## src/rtl/pcie_tlp_pkg.sv

```systemverilog
// Shared TLP definitions for the PIO completion path: format/type constants,
// completion status, the completion FSM encoding and the byte-count /
// lower-address helpers derived from the first byte enable.
package pcie_tlp_pkg;

  localparam logic [1:0] FMT_3DW_NODATA = 2'b00;
  localparam logic [1:0] FMT_3DW_DATA   = 2'b10;
  localparam logic [4:0] TYPE_CPL       = 5'b01010;
  localparam logic [2:0] CPL_STATUS_SC  = 3'b000;

  typedef enum logic [1:0] {
    ST_IDLE    = 2'd0,
    ST_RD_WAIT = 2'd1,
    ST_HDR     = 2'd2,
    ST_DATA    = 2'd3
  } cpl_state_t;

  // Bytes covered by the first BE, from lowest to highest enabled lane.
  // An all-zero BE still reports one byte.
  function automatic logic [11:0] cpl_byte_count(input logic [3:0] first_be);
    casez (first_be)
      4'b1??1:                   return 12'd4;
      4'b01?1, 4'b1?10:          return 12'd3;
      4'b0011, 4'b0110, 4'b1100: return 12'd2;
      default:                   return 12'd1;
    endcase
  endfunction

  // Byte offset of the first enabled lane inside the DW.
  function automatic logic [1:0] cpl_lower_bits(input logic [3:0] first_be);
    casez (first_be)
      4'b???1: return 2'b00;
      4'b??10: return 2'b01;
      4'b?100: return 2'b10;
      4'b1000: return 2'b11;
      default: return 2'b00;
    endcase
  endfunction

endpackage

```

## src/rtl/pio_cpl_hdr.sv

```systemverilog
// Combinational 3DW completion header builder. Produces DW0..DW2 from the
// latched request fields; shared with other completion sources.
module pio_cpl_hdr
  import pcie_tlp_pkg::*;
(
  input  logic        wd,
  input  logic [2:0]  tc,
  input  logic        td,
  input  logic        ep,
  input  logic [1:0]  attr,
  input  logic [15:0] rid,
  input  logic [7:0]  tag,
  input  logic [3:0]  first_be,
  input  logic [4:0]  addr_lo,
  input  logic [15:0] completer_id,
  output logic [31:0] dw0,
  output logic [31:0] dw1,
  output logic [31:0] dw2
);

  // Assemble the three header DWs; a data-less Cpl carries length 0.
  always_comb begin
    dw0 = {1'b0, (wd ? FMT_3DW_DATA : FMT_3DW_NODATA), TYPE_CPL, 1'b0, tc,
           4'b0000, td, ep, attr, 2'b00, (wd ? 10'd1 : 10'd0)};
    dw1 = {completer_id, CPL_STATUS_SC, 1'b0, cpl_byte_count(first_be)};
    dw2 = {rid, tag, 1'b0, addr_lo, cpl_lower_bits(first_be)};
  end

endmodule

```

## src/rtl/pio_cpl_tx.sv

```systemverilog
// PIO completion transmitter: accepts one decoded read, performs the access
// with a fixed read latency, then sends a 2-beat 3DW CplD/Cpl on AXI-S.
// Optional statistics counters are enabled with `define PIO_CPL_STATS_EN.
//
// AXI-S handshake: a beat transfers on a rising edge where tvalid and tready
// are both 1. Once tvalid is raised, tdata/tkeep/tlast and tvalid stay fixed
// until that transfer; tready may toggle freely and never feeds tvalid.
module pio_cpl_tx
  import pcie_tlp_pkg::*;
#(
  parameter int TCQ    = 1,
  parameter int RD_LAT = 1
) (
  input  logic        pcie_clk,
  input  logic        pcie_rst,
  input  logic        req_compl,
  input  logic        req_compl_wd,
  input  logic [2:0]  req_tc,
  input  logic        req_td,
  input  logic        req_ep,
  input  logic [1:0]  req_attr,
  input  logic [9:0]  req_len,
  input  logic [15:0] req_rid,
  input  logic [7:0]  req_tag,
  input  logic [7:0]  req_be,
  input  logic [13:0] req_addr,
  input  logic [15:0] completer_id,
  output logic [13:0] rd_addr,
  output logic [3:0]  rd_be,
  input  logic [31:0] rd_data,
  input  logic        s_axis_tx_tready,
  output logic        s_axis_tx_tvalid,
  output logic [63:0] s_axis_tx_tdata,
  output logic [7:0]  s_axis_tx_tkeep,
  output logic        s_axis_tx_tlast,
  output logic [3:0]  s_axis_tx_tuser,
  output logic        compl_done,
  output cpl_state_t  fsm_state
`ifdef PIO_CPL_STATS_EN
  ,
  output logic [31:0] cpl_count,
  output logic [31:0] stall_count
`endif
);

  cpl_state_t  state_q, state_d;
  logic [2:0]  cnt_q;
  logic        accept;
  logic        wd_q, td_q, ep_q;
  logic [2:0]  tc_q;
  logic [1:0]  attr_q;
  logic [15:0] rid_q;
  logic [7:0]  tag_q;
  logic [31:0] data_q;
  logic [31:0] dw0, dw1, dw2;

  // Length and last BE never shape a 1-DW completion.
  logic unused_inputs;
  assign unused_inputs = ^{req_len, req_be[7:4], (TCQ != 0)};

  assign s_axis_tx_tuser = 4'b0000;
  assign fsm_state       = state_q;

  pio_cpl_hdr u_hdr (
    .wd           (wd_q),
    .tc           (tc_q),
    .td           (td_q),
    .ep           (ep_q),
    .attr         (attr_q),
    .rid          (rid_q),
    .tag          (tag_q),
    .first_be     (rd_be),
    .addr_lo      (rd_addr[4:0]),
    .completer_id (completer_id),
    .dw0          (dw0),
    .dw1          (dw1),
    .dw2          (dw2)
  );

  // FSM state register.
  always_ff @(posedge pcie_clk) begin
    if (pcie_rst) state_q <= ST_IDLE;
    else          state_q <= state_d;
  end

  // Next state and AXI-S beat contents; compl_done gates re-sampling of
  // req_compl so a held request is not taken twice.
  always_comb begin
    state_d          = state_q;
    accept           = 1'b0;
    s_axis_tx_tvalid = 1'b0;
    s_axis_tx_tdata  = 64'h0;
    s_axis_tx_tkeep  = 8'h00;
    s_axis_tx_tlast  = 1'b0;
    case (state_q)
      ST_IDLE: begin
        if (req_compl && !compl_done) begin
          accept  = 1'b1;
          state_d = ST_RD_WAIT;
        end
      end
      ST_RD_WAIT: begin
        if (cnt_q == 3'd0) state_d = ST_HDR;
      end
      ST_HDR: begin
        s_axis_tx_tvalid = 1'b1;
        s_axis_tx_tdata  = {dw1, dw0};
        s_axis_tx_tkeep  = 8'hFF;
        if (s_axis_tx_tready) state_d = ST_DATA;
      end
      ST_DATA: begin
        s_axis_tx_tvalid = 1'b1;
        s_axis_tx_tlast  = 1'b1;
        s_axis_tx_tdata  = wd_q ? {data_q, dw2} : {32'h0, dw2};
        s_axis_tx_tkeep  = wd_q ? 8'hFF : 8'h0F;
        if (s_axis_tx_tready) state_d = ST_IDLE;
      end
      default: state_d = ST_IDLE;
    endcase
  end

  // Request latch, read-latency counter, read-data capture and done pulse.
  always_ff @(posedge pcie_clk) begin
    if (pcie_rst) begin
      cnt_q      <= 3'd0;
      rd_addr    <= 14'h0;
      rd_be      <= 4'h0;
      wd_q       <= 1'b0;
      tc_q       <= 3'd0;
      td_q       <= 1'b0;
      ep_q       <= 1'b0;
      attr_q     <= 2'd0;
      rid_q      <= 16'h0;
      tag_q      <= 8'h0;
      data_q     <= 32'h0;
      compl_done <= 1'b0;
    end else begin
      compl_done <= 1'b0;
      if (accept) begin
        rd_addr <= req_addr;
        rd_be   <= req_be[3:0];
        wd_q    <= req_compl_wd;
        tc_q    <= req_tc;
        td_q    <= req_td;
        ep_q    <= req_ep;
        attr_q  <= req_attr;
        rid_q   <= req_rid;
        tag_q   <= req_tag;
        cnt_q   <= 3'(RD_LAT);
      end
      if (state_q == ST_RD_WAIT) begin
        if (cnt_q == 3'd0) data_q <= rd_data;
        else               cnt_q  <= cnt_q - 3'd1;
      end
      if (state_q == ST_DATA && s_axis_tx_tready) compl_done <= 1'b1;
    end
  end

`ifdef PIO_CPL_STATS_EN
  // Completion count wraps; stall count saturates at all-ones.
  always_ff @(posedge pcie_clk) begin
    if (pcie_rst) begin
      cpl_count   <= 32'h0;
      stall_count <= 32'h0;
    end else begin
      if (state_q == ST_DATA && s_axis_tx_tready) cpl_count <= cpl_count + 32'd1;
      if (s_axis_tx_tvalid && !s_axis_tx_tready && (stall_count != 32'hFFFF_FFFF))
        stall_count <= stall_count + 32'd1;
    end
  end
`endif

endmodule

```

## config.mk

```make
export PLATFORM = sky130hd
export DESIGN_NAME = pio_cpl_tx
export DESIGN_NICKNAME = d
export VERILOG_FILES = /design/src/rtl/pcie_tlp_pkg.sv /design/src/rtl/pio_cpl_hdr.sv /design/src/rtl/pio_cpl_tx.sv
export SDC_FILE = /design/constraint.sdc
export NUM_CORES = 1
export LEC_CHECK = 0
export BUFFER_PORTS_ARGS = -buffer_cell sky130_fd_sc_hd__buf_2
export CAP_MARGIN = 25
export CORE_ASPECT_RATIO = 2
export CORE_MARGIN = 2
export CORE_UTILIZATION = 45
export DETAILED_ROUTE_END_ITERATION = 12
export PLACE_DENSITY = 0.81
export SLEW_MARGIN = 20
export SYNTH_ARGS = -nofsm -noshare
export SYNTH_HDL_FRONTEND = slang
export SYNTH_SLANG_ARGS = --single-unit
```

## constraint.sdc

```tcl
create_clock -name pcie_clk -period 2.1 [get_ports pcie_clk]
set_input_delay 0.42 -clock pcie_clk [delete_from_list [all_inputs] [get_ports pcie_clk]]
set_output_delay 0.42 -clock pcie_clk [all_outputs]
set_load 0.005 [all_outputs]
```

* Word level (Yosys, flattened, before mapping) *
Index checks and enable logic that the tools add are counted.

storage, ports and cells
  bits in registers = 88
  output and inout port bits = 99
  word-level logic and storage cells = 61

cells by class
  add/subtract/negate cells = 1
  equality and inequality tests = 16
  multiplexer cells = 21
  reduce and logical (&&, ||, !) cells = 10

operators with widths
  cell                                                  count
  case mux 64 bit (2 select lines)                      1
  two-way mux 64 bit                                    1
  case mux 8 bit (2 select lines)                       1
  two-way mux 2 bit                                     5
  two-way mux 3 bit                                     3
  case mux 3 bit (3 select lines)                       1
  equality test 2 bit (second input constant)           4
  equality test 4 bit (second input constant)           2
  two-way mux 8 bit                                     1
  case mux 2 bit (4 select lines)                       1
  equality test 3 bit (second input constant)           2
  two-way mux 1 bit                                     6
  != test 2 bit (second input constant)                 3
  case mux 2 bit (3 select lines)                       1
  equality test 4 x 2 -> 1 bit (second input constant)  1
  equality test 4 x 3 -> 1 bit (second input constant)  1
  AND reduction 4 bit                                   1
  OR reduction 2 bit                                    2
  equality test 3 x 2 -> 1 bit (second input constant)  1
  logical NOT 3 bit                                     1
  OR reduction 3 bit                                    1
  subtractor 3 x 1 -> 3 bit (second input constant)     1
  equality test 2 x 1 -> 1 bit (second input constant)  1
  logical AND 1 bit                                     2
  4 further kinds                                       4

* Logic depth before layout (Yosys ltp) *
Gate-level depths: netlist of run 1.

  depth in word-level cells = 7
  depth in mapped cells = 8
  depth with buffers taken out = 5

* Cells and area by module *
A second synthesis of run 1 with hierarchy kept.

second synthesis, totals
  cells, all modules = 600
  area, all modules = 4720.8 um^2

modules (own cells, without submodules)
  module       times used  cells an instance  area each (um^2)
  pio_cpl_tx   1           495                3955.0
  pio_cpl_hdr  1           105                765.7

* Least setup slack after synthesis of run 1 *
Ideal clock, no wire load.

  kind = register to output
  start point = reg state_q[0] (netlist: fsm_state[0])
  end point = out s_axis_tx_tkeep[5]
  arrival time = 1490 ps
  setup slack = 190 ps
  stages on the path, launching flop included = 7
  cell sequence = dfxtp_1 -> ha_1 -> buf_2 -> and2_1 -> buf_2 -> or2_2 -> buf_4

between the ends
  longest elaborated chain between the ends = 2
  elaborated cells between the ends (all ways) = 3
  those cells by class = eq/ne (2); mux (1)

RTL lines
  element                              line              text
  start: declaration                   pio_cpl_tx.sv:46  cpl_state_t state_q, state_d;
  start signal: assignment             pio_cpl_tx.sv:83  else state_q <= state_d;
  equality test 2 bit                  pio_cpl_tx.sv:95  case (state_q)
  case mux 8 bit (2 select lines) (*)  pio_cpl_tx.sv:95
  end: declaration                     pio_cpl_tx.sv:34  output logic [7:0] s_axis_tx_tkeep,

Every way passes the cells marked *; elsewhere a longest branch is shown, timed or not.

* Final worst setup path of run 1 *
  start point = reg state_q[1] (netlist: fsm_state[1])
  end point = out s_axis_tx_tdata[21]

between the ends
  longest elaborated chain between the ends = 2
  elaborated cells between the ends (all ways) = 3
  those cells by class = eq/ne (2); mux (1)

RTL lines
  element                               line              text
  equality test 2 bit                   pio_cpl_tx.sv:95
  case mux 64 bit (2 select lines) (*)  pio_cpl_tx.sv:95
  end: declaration                      pio_cpl_tx.sv:33  output logic [63:0] s_axis_tx_tdata,

Marked as above.

==> results.py, run 1 <==
metrics = {
    "layout": {
        "syn_to_final_growth_pct": 33.48,
        "ff_latch_area_um2": 1763,
        "fill_cells": 782,
        "post-route-util_pct": 61.22,
        "drive_above_1_share_pct": 33.97,
        "multi_input_area_um2": 1853,
        "diodes": 0,
        "fin_nets": 794,
    },
    "drt": {
        "vias": 3975,
        "wl_met3_um": 607,
        "dr.pass1.iters": 6,
        "drc_errors": 0,
        "wire_per_inst_um": 13.82,
        "routed_via_density": 5.116,
        "top_layer_used": "met4",
        "wl_um": 10740,
        "drtAntennaViolNets": 0,
        "dr_wl_met2_um": 5757,
        "met1_length_um": 3939,
        "drtIter0Drc": 182,
    },
    "yosys": {
        "synth_cell_types": 35,
        "synth_edf_count": 0,
        "synth_top_area_cell": "dfxtp_1",
        "syn_inst": 508,
        "syn_area_um2": 3939,
        "synth.top_cell.area_share_pct": 44.73,
        "ys_warn_count": 0,
        "ys_ff_latch": 88,
        "ys.flop_type": "dfxtp_1",
        "ys_async_sr_fraction_pct": 0,
        "post_synth.cell_area_avg_um2": 7.754,
        "synth.area.top_cells": "dfxtp_1 (45%), nand2_1 (16%), a21oi_1 (11%)",
        "yosysSeqAreaShare_pct": 44.73,
    },
    "setup_path": {
        "endpoint_kind": "output pin",
        "worstSetupPathType": "reg2out",
        "crit_fanout": 30,
        "cp_cell_sequence": "ha_1 -> buf_4 -> a22o_1 -> buf_2",
        "worst_ep_arrival_time_ns": 1.61,
        "cpPeakStageDelay_ns": 0.40,
        "ff2ff_setup_slack_ns": 0.23,
        "startpoint_type": "register",
        "worstPathRequired_ns": 1.68,
        "cpMaxStageDelayCell": "dfxtp_1",
    },
    "sta": {
        "maxSlewHeadroom_pct": 61.26,
        "finalMaxSlewViolations": 0,
        "hold_viol_final": 0,
        "whs_ns": 0.3140,
        "rsz0062_at_grt": "true",
        "finalClockSkew_ns": 0.006229,
        "setup_viol_count_final": 0,
        "setup_tns_ns": 0,
        "worst_pin_slew_ns": 0.5665,
        "fin_crit_ns": 2.030,
        "finalCritPeriodShare_pct": 96.67,
        "fmax_mhz": 492.6,
    },
    "global_routing": {
        "grt_pass1_vias": 3682,
        "overflow": 0,
        "antenna_found_initial": 0,
        "grt.total_usage_pct": 21.64,
        "grt_first_pass_wirelength_um": 16590,
        "grt_max_degree": 38,
    },
    "cts": {
        "cts_buffer_depth": 2,
        "cts-hold-fix-buffers": 0,
        "htree_levels": 3,
        "numCtsBuffers": 9,
        "clkTransAtPathRegs_ns": 0.06,
        "cts_tree": "done",
        "root_buffer": "clkbuf_16",
        "clock_latency_ns": 0.34,
        "clock_sinks": 88,
    },
    "power_and_ir_drop": {
        "pwr_density_cell_nw_per_um2": 1092,
        "vdd_drop_max_mv": 0.8349,
        "p_leak_nw": 2.569,
    },
    "die": {
        "start_util_pct": 45.86,
        "core_um2": 8588,
        "die_area_um2": 9563,
        "rows": 48,
        "die_h_um": 136.3,
        "ios": 215,
        "die_x_um": 70.16,
    },
    "placement": {
        "place_hpwl_um": 8076,
        "gp_congestion": 0.8288,
        "io_buffers": 195,
    },
    "min_path": {
        "hp-class": "in2reg",
    },
    "flow_run": {
        "cap_violations": 0,
    },
    "run_status": {
        "status": "finished clean",
    },
}
==> where the power goes <==
group	internal [mW]	switching, mW	total (mW)
Sequential	2.02	0.204	2.23
Clock	1.32	0.637	1.95
Combinational	0.654	0.908	1.56
Total	3.99	1.75	5.74
==> metal layers <==
layer	GRT usage (%)	vias up
li1	-	1982
met1	22.13	1803
met2	40.26	159
met3	4.374	31
met4	11.97	0
met5	0	-
==> layout by cell type (no fill, tap or decap), types with 2 or more instances in the layout <==
cell type,netlist,final
a211oi_1,3,3
bufinv_16,0,4
a22o_1,24,24
clkbuf_16,0,9
nor2_1,2,2
conb_1,1,5
inv_1,5,5
o21ai_0,3,2
buf_4,20,8
nand2_1,170,170
ha_1,6,5
and3_1,13,13
nand2b_1,4,4
buf_12,0,4
buf_2,18,195
nand3b_1,4,4
a21o_1,2,2
or2_2,2,2
dfxtp_1,88,87
and2_1,20,19
a21oi_1,85,85
a21boi_0,2,2
==> path summary, 6_finish.rpt <==
kind                        startpoint                   endpoint  depth (start not counted)
max reg2reg  fsm_state[1]$_SDFFE_PP0P_  fsm_state[0]$_SDFFE_PP0P_                          5
max          fsm_state[1]$_SDFFE_PP0P_        s_axis_tx_tdata[21]                          4
min reg2reg    rd_addr[6]$_SDFFE_PP0P_    rd_addr[6]$_SDFFE_PP0P_                          2
min                             req_td          td_q$_SDFFE_PP0P_                          3
==> what timing repair did <==
action                                 in CTS  in global routing
setup endpoints to repair                  24                 12
gates resized for setup                     3                  3
buffers inserted                            0                  0
endpoints found under the hold margin       0                  0
==> cell usage after synthesis, drive strengths merged, types with 2 or more instances <==
cell and number:
and2 20, o21ai 3, nand2 170, inv 5, nor2 2, ha 6, or2 2, nand2b 5
and3 13, dfxtp 88, a21oi 85, and3b 2, a21o 2, a22o 24, a211oi 3, nand3b 4
clkbuf 20, a21boi 2, buf 39
==> state kept, by name, summed over array words and instances, names as in the netlist, 2 cells and up <==
name and flops:
attr_q 2, cnt_q 3, rid_q 16, tag_q 8, tc_q 3, rd_be 4
data_q 32, rd_addr 14, fsm_state 2
==> through the flow <==
stage	worst slack, ns	cells	area, um2	power, mW
floorplan	0.1902	512	3954	3.335
global placement	0.2080	761	4877	3.731
detailed placement	0.1459	761	4877	3.833
CTS	0.03755	777	5251	5.793
global route	-0.03121	777	5258	6.071
finish	0.06983	777	5258	5.740
==> area by class of cell <==
class / instances / area share [%]
multi-input cells: 360 / 35.25
flip-flops and latches: 88 / 33.53
repair buffers: 208 / 21.44
clock buffers: 11 / 4.617
clock inverters: 5 / 2.427
well taps: 100 / 2.380
inverters: 5 / 0.3570
==> critical path, delay by kind of cell (launching register included) <==
| family | cells | cell delay [ns] |
|---|---|---|
| AO/OA/AOI/OAI | 1 | 0.20 |
| adder cells (fa/ha/maj) | 1 | 0.24 |
| flip-flops | 1 | 0.40 |
| buffers and inverters | 2 | 0.43 |
==> logic make-up after synthesis <==
group / synth area share (%)
DFF: 44.73
adders and majority gates: 1.906
and+or+nand+nor: 24.62
muxes: 0.2541
buffers and inverters: 8.767
other: 0.09521
AOI/OAI and AO/OA: 19.63
Note: power is estimated with default switching activity, not from simulation.
==> run 2, diff against run 1 <==
==> constraint.sdc (replaced) <==
create_clock -name pcie_clk -period 2.1 [get_ports pcie_clk]
set_input_delay 0.42 -clock pcie_clk [delete_from_list [all_inputs] [get_ports pcie_clk]]
set_output_delay 0.42 -clock pcie_clk [all_outputs]
set_load 0.1 [all_outputs]
==> run 2 against run 1 <==
Register-to-register slack better by 0.17 ns. Global-route usage rose by 3.3 points. Core utilization rose by 16 points. Sequential share of layout area decreased by 6.6 points. Maximum frequency decreased by 1.7%. Highest routed layer unchanged. Via count up 4.3%. Critical path depth increased by 1. Cell count up 0.13%. Total power up 26%.
==> results.py, run 2 (same netlist as run 1, synthesis figures left out) <==
metrics = {
    "run_status": {
        "status": "finished clean",
    },
    "die": {
        "ios": 215,
        "core_um2": 8588,
        "die_area_um2": 9563,
        "rows": 48,
        "start_util_pct": 45.86,
        "die_x_um": 70.16,
        "die_h_um": 136.3,
    },
    "layout": {
        "fin_nets": 796,
        "final_common_cell": "nand2_1",
        "reg_top3": "data_q: 32 flops, rid_q: 16 flops, rd_addr: 14 flops",
        "drive_above_1_share_pct": 44.54,
        "post-route-util_pct": 76.75,
        "top_register": "data_q",
        "largest_reg_flops": 32,
        "syn_to_final_growth_pct": 67.34,
        "most-common-layout-cells": "nand2_1 (169), buf_2 (122), a21oi_1 (85)",
        "diodes": 0,
    },
    "drt": {
        "wire_per_inst_um": 16.15,
        "wl_um": 12560,
        "routed_via_density": 5.329,
        "vias": 4146,
        "drtAntennaViolNets": 0,
        "dr.pass1.iters": 5,
        "drtIter0Drc": 197,
        "drc_errors": 0,
    },
    "power_and_ir_drop": {
        "switchingPower_mw": 3.290,
        "p_comb_share_pct": 48.2,
        "pwr-share-clk_pct": 20.3,
        "pwr_density_cell_nw_per_um2": 1099,
        "p_leak_nw": 2.823,
        "vdd_drop_max_mv": 0.7756,
        "p_int_mw": 3.956,
        "seq_power_share_pct": 31.4,
        "p_total_mw": 7.246,
        "p_sw_share_pct": 45.40,
    },
    "setup_path": {
        "crit_fanout": 11,
        "startpoint_type": "register",
        "worstSetupPathType": "reg2out",
        "endpoint_kind": "output pin",
        "worstPathRequired_ns": 1.68,
        "ff2ff_setup_slack_ns": 0.40,
        "worst_ep_arrival_time_ns": 1.64,
    },
    "global_routing": {
        "grt_max_degree": 34,
        "overflow": 0,
        "grt.total_usage_pct": 24.96,
        "antenna_found_initial": 0,
        "grt_pass1_vias": 4088,
        "grt_first_pass_wirelength_um": 19010,
    },
    "placement": {
        "place_hpwl_um": 9175,
        "io_buffers": 195,
        "gp_congestion": 0.8255,
    },
    "cts": {
        "root_buffer": "clkbuf_16",
        "cts_buffer_depth": 2,
        "clkTransAtPathRegs_ns": 0.06,
        "clock_latency_ns": 0.33,
        "cts_tree": "done",
        "htree_levels": 3,
        "numCtsBuffers": 9,
        "clock_sinks": 88,
    },
    "sta": {
        "finalClockSkew_ns": 0.005627,
        "finalMaxSlewViolations": 0,
        "setup_tns_ns": 0,
        "hold_viol_final": 0,
        "fmax_mhz": 484.3,
        "rsz0062_at_grt": "false",
        "finalCritPeriodShare_pct": 98.33,
        "maxSlewHeadroom_pct": 55.58,
        "fin_crit_ns": 2.065,
        "setup_viol_count_final": 0,
        "worst_pin_slew_ns": 0.6663,
    },
    "min_path": {
        "hp-class": "in2reg",
    },
    "flow_run": {
        "cap_violations": 0,
    },
}
==> run 2: cell types whose count changed in the layout (fill, tap and decap cells not counted), sizes merged <==
| cell | change |
|---|---|
| bufinv | -4 |
| clkinv | +2 |
| and2 | +1 |
| bufbuf | +1 |
| clkbuf | +1 |
==> run 2: per-layer routing <==
layer	up-vias	routed length (um)	global-route usage (%)
met5	-	0	0
met4	0	454	12.71
met3	36	624	4.596
met2	174	7239	48.94
met1	1941	4242	24.09
li1	1995	-	-
==> run 2: cell type report <==
type | instances | area [um2]
flip-flops and latches | 88 | 1774
repair buffers | 209 | 2252
multi-input cells | 361 | 2145
clock buffers | 12 | 256.5
clock inverters | 3 | 17.52
inverters | 5 | 21.27
fillers | 549 | 1997
well taps | 100 | 125.1
==> run 2: worst paths after layout <==
check | start | end | cells after the start
worst max-delay path | fsm_state[0]$_SDFFE_PP0P_ | s_axis_tx_tdata[63] | 5
worst min-delay path | req_be[1] | rd_be[1]$_SDFFE_PP0P_ | 3
worst max register to register | fsm_state[1]$_SDFFE_PP0P_ | data_q[31]$_SDFFE_PP0P_ | 6
worst min register to register | tag_q[1]$_SDFFE_PP0P_ | tag_q[1]$_SDFFE_PP0P_ | 2
==> run 2: what timing repair did <==
item	CTS	global route
pin swaps	0	1
setup buffers	0	0
hold endpoints to repair	0	0
hold buffers	0	0
gates cloned	1	1
gates resized for setup	3	4
setup endpoints to repair	12	13
==> run 2: metrics by stage <==
| step | cells | hold slack, ns | cell area, um2 | setup WS, ns |
|---|---|---|---|---|
| CTS | 777 | 0.3068 | 6559 | 0.009429 |
| global placement | 761 | 0.4373 | 6240 | 0.3443 |
| detailed placement | 761 | 0.4469 | 6240 | 0.3027 |
| global route | 778 | 0.3233 | 6591 | 0.0005315 |
| finish | 778 | 0.3183 | 6591 | 0.03511 |
| floorplan | 512 | 0.4320 | 4322 | -0.2923 |
==> run 2: critical path, stage by stage (launching register included) <==
cell and delay [ns]:
dfxtp_4 0.38, inv_4 0.05, ha_4 0.17, bufbuf_16 0.28
a22o_2 0.26, buf_12 0.17
==> run 2: power by group through the flow <==
stage          combinational (mW)  sequential, mW  clock [mW]
2_1_floorplan                2.28            2.67           0
3_3_place_gp                 3.35            2.26           0
3_5_place_dp                 3.45            2.30           0
4_1_cts                      3.50            2.27        1.50
5_1_grt                      3.68            2.32        1.57
6_report                     3.50            2.28        1.47
==> run 3, diff against run 2 <==
--- a/config.mk
+++ b/config.mk
@@ -9,10 +9,9 @@
 export CAP_MARGIN = 25
 export CORE_ASPECT_RATIO = 2
 export CORE_MARGIN = 2
-export CORE_UTILIZATION = 45
+export CORE_UTILIZATION = 30
 export DETAILED_ROUTE_END_ITERATION = 12
-export PLACE_DENSITY = 0.81
-export SLEW_MARGIN = 20
+export RECOVER_POWER = 50
 export SYNTH_ARGS = -nofsm -noshare
 export SYNTH_HDL_FRONTEND = slang
 export SYNTH_SLANG_ARGS = --single-unit
==> run 3 against run 2 <==
Global-route usage is 7.4 points lower. Cell count increased by 7.1%. Routed wire length fell by 0.47%. Critical path type unchanged.
==> results.py, run 3 (same netlist as run 1, synthesis figures left out) <==
metrics = {
    "drt": {
        "drtIter0Drc": 158,
        "dr.pass1.iters": 4,
        "vias": 4059,
        "routed_via_density": 4.873,
        "wl_um": 12500,
        "wire_per_inst_um": 15.01,
        "drc_errors": 0,
        "drtAntennaViolNets": 0,
    },
    "setup_path": {
        "ff2ff_setup_slack_ns": 0.13,
        "r2r_cells": 6,
        "endpoint_kind": "output pin",
        "worstSetupPathType": "reg2out",
        "worst_ep_arrival_time_ns": 1.65,
        "crit_fanout": 20,
        "worstPathRequired_ns": 1.68,
        "regToRegStartpoint": "fsm_state[0]$_SDFFE_PP0P_",
        "reg2reg_to": "data_q[2]$_SDFFE_PP0P_",
        "startpoint_type": "register",
    },
    "layout": {
        "post-route-util_pct": 51.88,
        "stdcell_count": 833,
        "multi_input_area_um2": 2153,
        "diodes": 0,
        "ff_latch_area_um2": 1774,
        "most-common-layout-cells": "nand2_1 (168), buf_2 (102), a21oi_1 (85)",
        "syn_to_final_growth_pct": 70.17,
        "drive_above_1_share_pct": 44.79,
        "fin_nets": 798,
        "fin_area_um2": 6703,
        "final_common_cell": "nand2_1",
        "largest_reg_flops": 32,
        "fill_cells": 1147,
        "top_register": "data_q",
        "reg_top3": "data_q: 32 flops, rid_q: 16 flops, rd_addr: 14 flops",
    },
    "cts": {
        "numCtsBuffers": 9,
        "clock_sinks": 88,
        "cts_tree": "done",
        "cts_buffer_depth": 2,
        "clock_latency_ns": 0.34,
        "root_buffer": "clkbuf_16",
        "clkTransAtPathRegs_ns": 0.07,
        "htree_levels": 3,
    },
    "sta": {
        "whs_ns": 0.3137,
        "finalMaxSlewViolations": 0,
        "worst_pin_slew_ns": 0.6789,
        "finalClockSkew_ns": 0.009704,
        "setup_tns_ns": 0,
        "hold_viol_final": 0,
        "setup_viol_count_final": 0,
        "finalWorstSetupSlack_ns": 0.02903,
        "fmax_mhz": 482.9,
        "maxSlewHeadroom_pct": 54.74,
        "rsz0062_at_grt": "true",
        "fin_crit_ns": 2.071,
        "finalCritPeriodShare_pct": 98.62,
    },
    "die": {
        "ios": 215,
        "die_x_um": 85.02,
        "die_h_um": 166.0,
        "die_area_um2": 14120,
        "rows": 59,
        "core_um2": 12920,
        "start_util_pct": 30.49,
    },
    "global_routing": {
        "grt.total_usage_pct": 17.57,
        "overflow": 0,
        "grt_first_pass_wirelength_um": 19700,
        "antenna_found_initial": 0,
        "grt_max_degree": 33,
        "grt_pass1_vias": 4015,
    },
    "placement": {
        "io_buffers": 195,
        "pre_cts_ws_ns": 0.2461,
        "place_hpwl_um": 9359,
        "placed_area_um2": 6305,
        "gp_congestion": 0.7869,
        "post-place-cells": 813,
    },
    "power_and_ir_drop": {
        "pwr_density_cell_nw_per_um2": 1088,
        "p_leak_nw": 2.834,
        "p_total_mw": 7.292,
        "vdd_drop_max_mv": 0.7250,
    },
    "flow_run": {
        "cap_violations": 0,
    },
    "min_path": {
        "hp-start": "rd_data[6]",
        "hold-path-endpoint": "data_q[6]$_SDFFE_PP0P_",
        "hp-class": "in2reg",
        "whs_path_depth": 3,
    },
    "run_status": {
        "status": "finished clean",
    },
}
## run 3: cell count changes in the layout (fill, tap and decap cells not counted), sizes merged
cell	change
and2	-1
clkinv	-1
bufbuf	-1
inv	+2
buf	-20
clkinvlp	+1
clkbuf	+23
## run 3: where the power goes
part / switching (mW) / internal (mW)
registers: 0.233 / 2.03
clock network: 0.664 / 0.841
logic: 2.45 / 1.08
## run 3: per-layer routing
metal	vias up	global-route usage [%]	part of all wire, %	wire length (um)
li1	1996	-	-	-
met3	22	4.920	6.2	771
met5	-	0	0	0
met1	1896	16.98	35	4404
met2	145	33.39	56	6945
met4	0	7.660	3.0	381
## run 3: worst max-delay path by stage
stage	start	end	slack (ns)
after floorplan	fsm_state[1]$_SDFFE_PP0P_	s_axis_tx_tkeep[5]	-0.29
after global placement	fsm_state[0]$_SDFFE_PP0P_	s_axis_tx_tdata[0]	0.32
after detailed placement	fsm_state[0]$_SDFFE_PP0P_	fsm_state[0]$_SDFFE_PP0P_	0.25
after CTS	fsm_state[0]$_SDFFE_PP0P_	s_axis_tx_tdata[62]	-0.002
after global routing	fsm_state[1]$_SDFFE_PP0P_	s_axis_tx_tkeep[6]	-0.04
final	fsm_state[1]$_SDFFE_PP0P_	s_axis_tx_tkeep[5]	0.03
## run 3: layout make-up
type | count | area share, %
repair buffers | 212 | 34.09
multi-input cells | 360 | 32.13
flip-flops and latches | 88 | 26.47
clock buffers | 11 | 3.621
well taps | 152 | 2.837
clock inverters | 5 | 0.5787
inverters | 5 | 0.2800
## run 3: repair_timing
| item | 4_1_cts | 5_1_grt |
|---|---|---|
| pin swaps | 1 | 2 |
| endpoints found under the setup margin | 20 | 14 |
| gates resized for setup | 5 | 5 |
| cloned | 1 | 0 |
| buffers inserted | 1 | 2 |
| hold buffers | 0 | 0 |
## run 3: worst max-delay path, cell delays in order, from the launching register on
cell     delay, ns
dfxtp_4       0.39
ha_4          0.17
and2_4        0.31
or2_4         0.25
buf_12        0.19
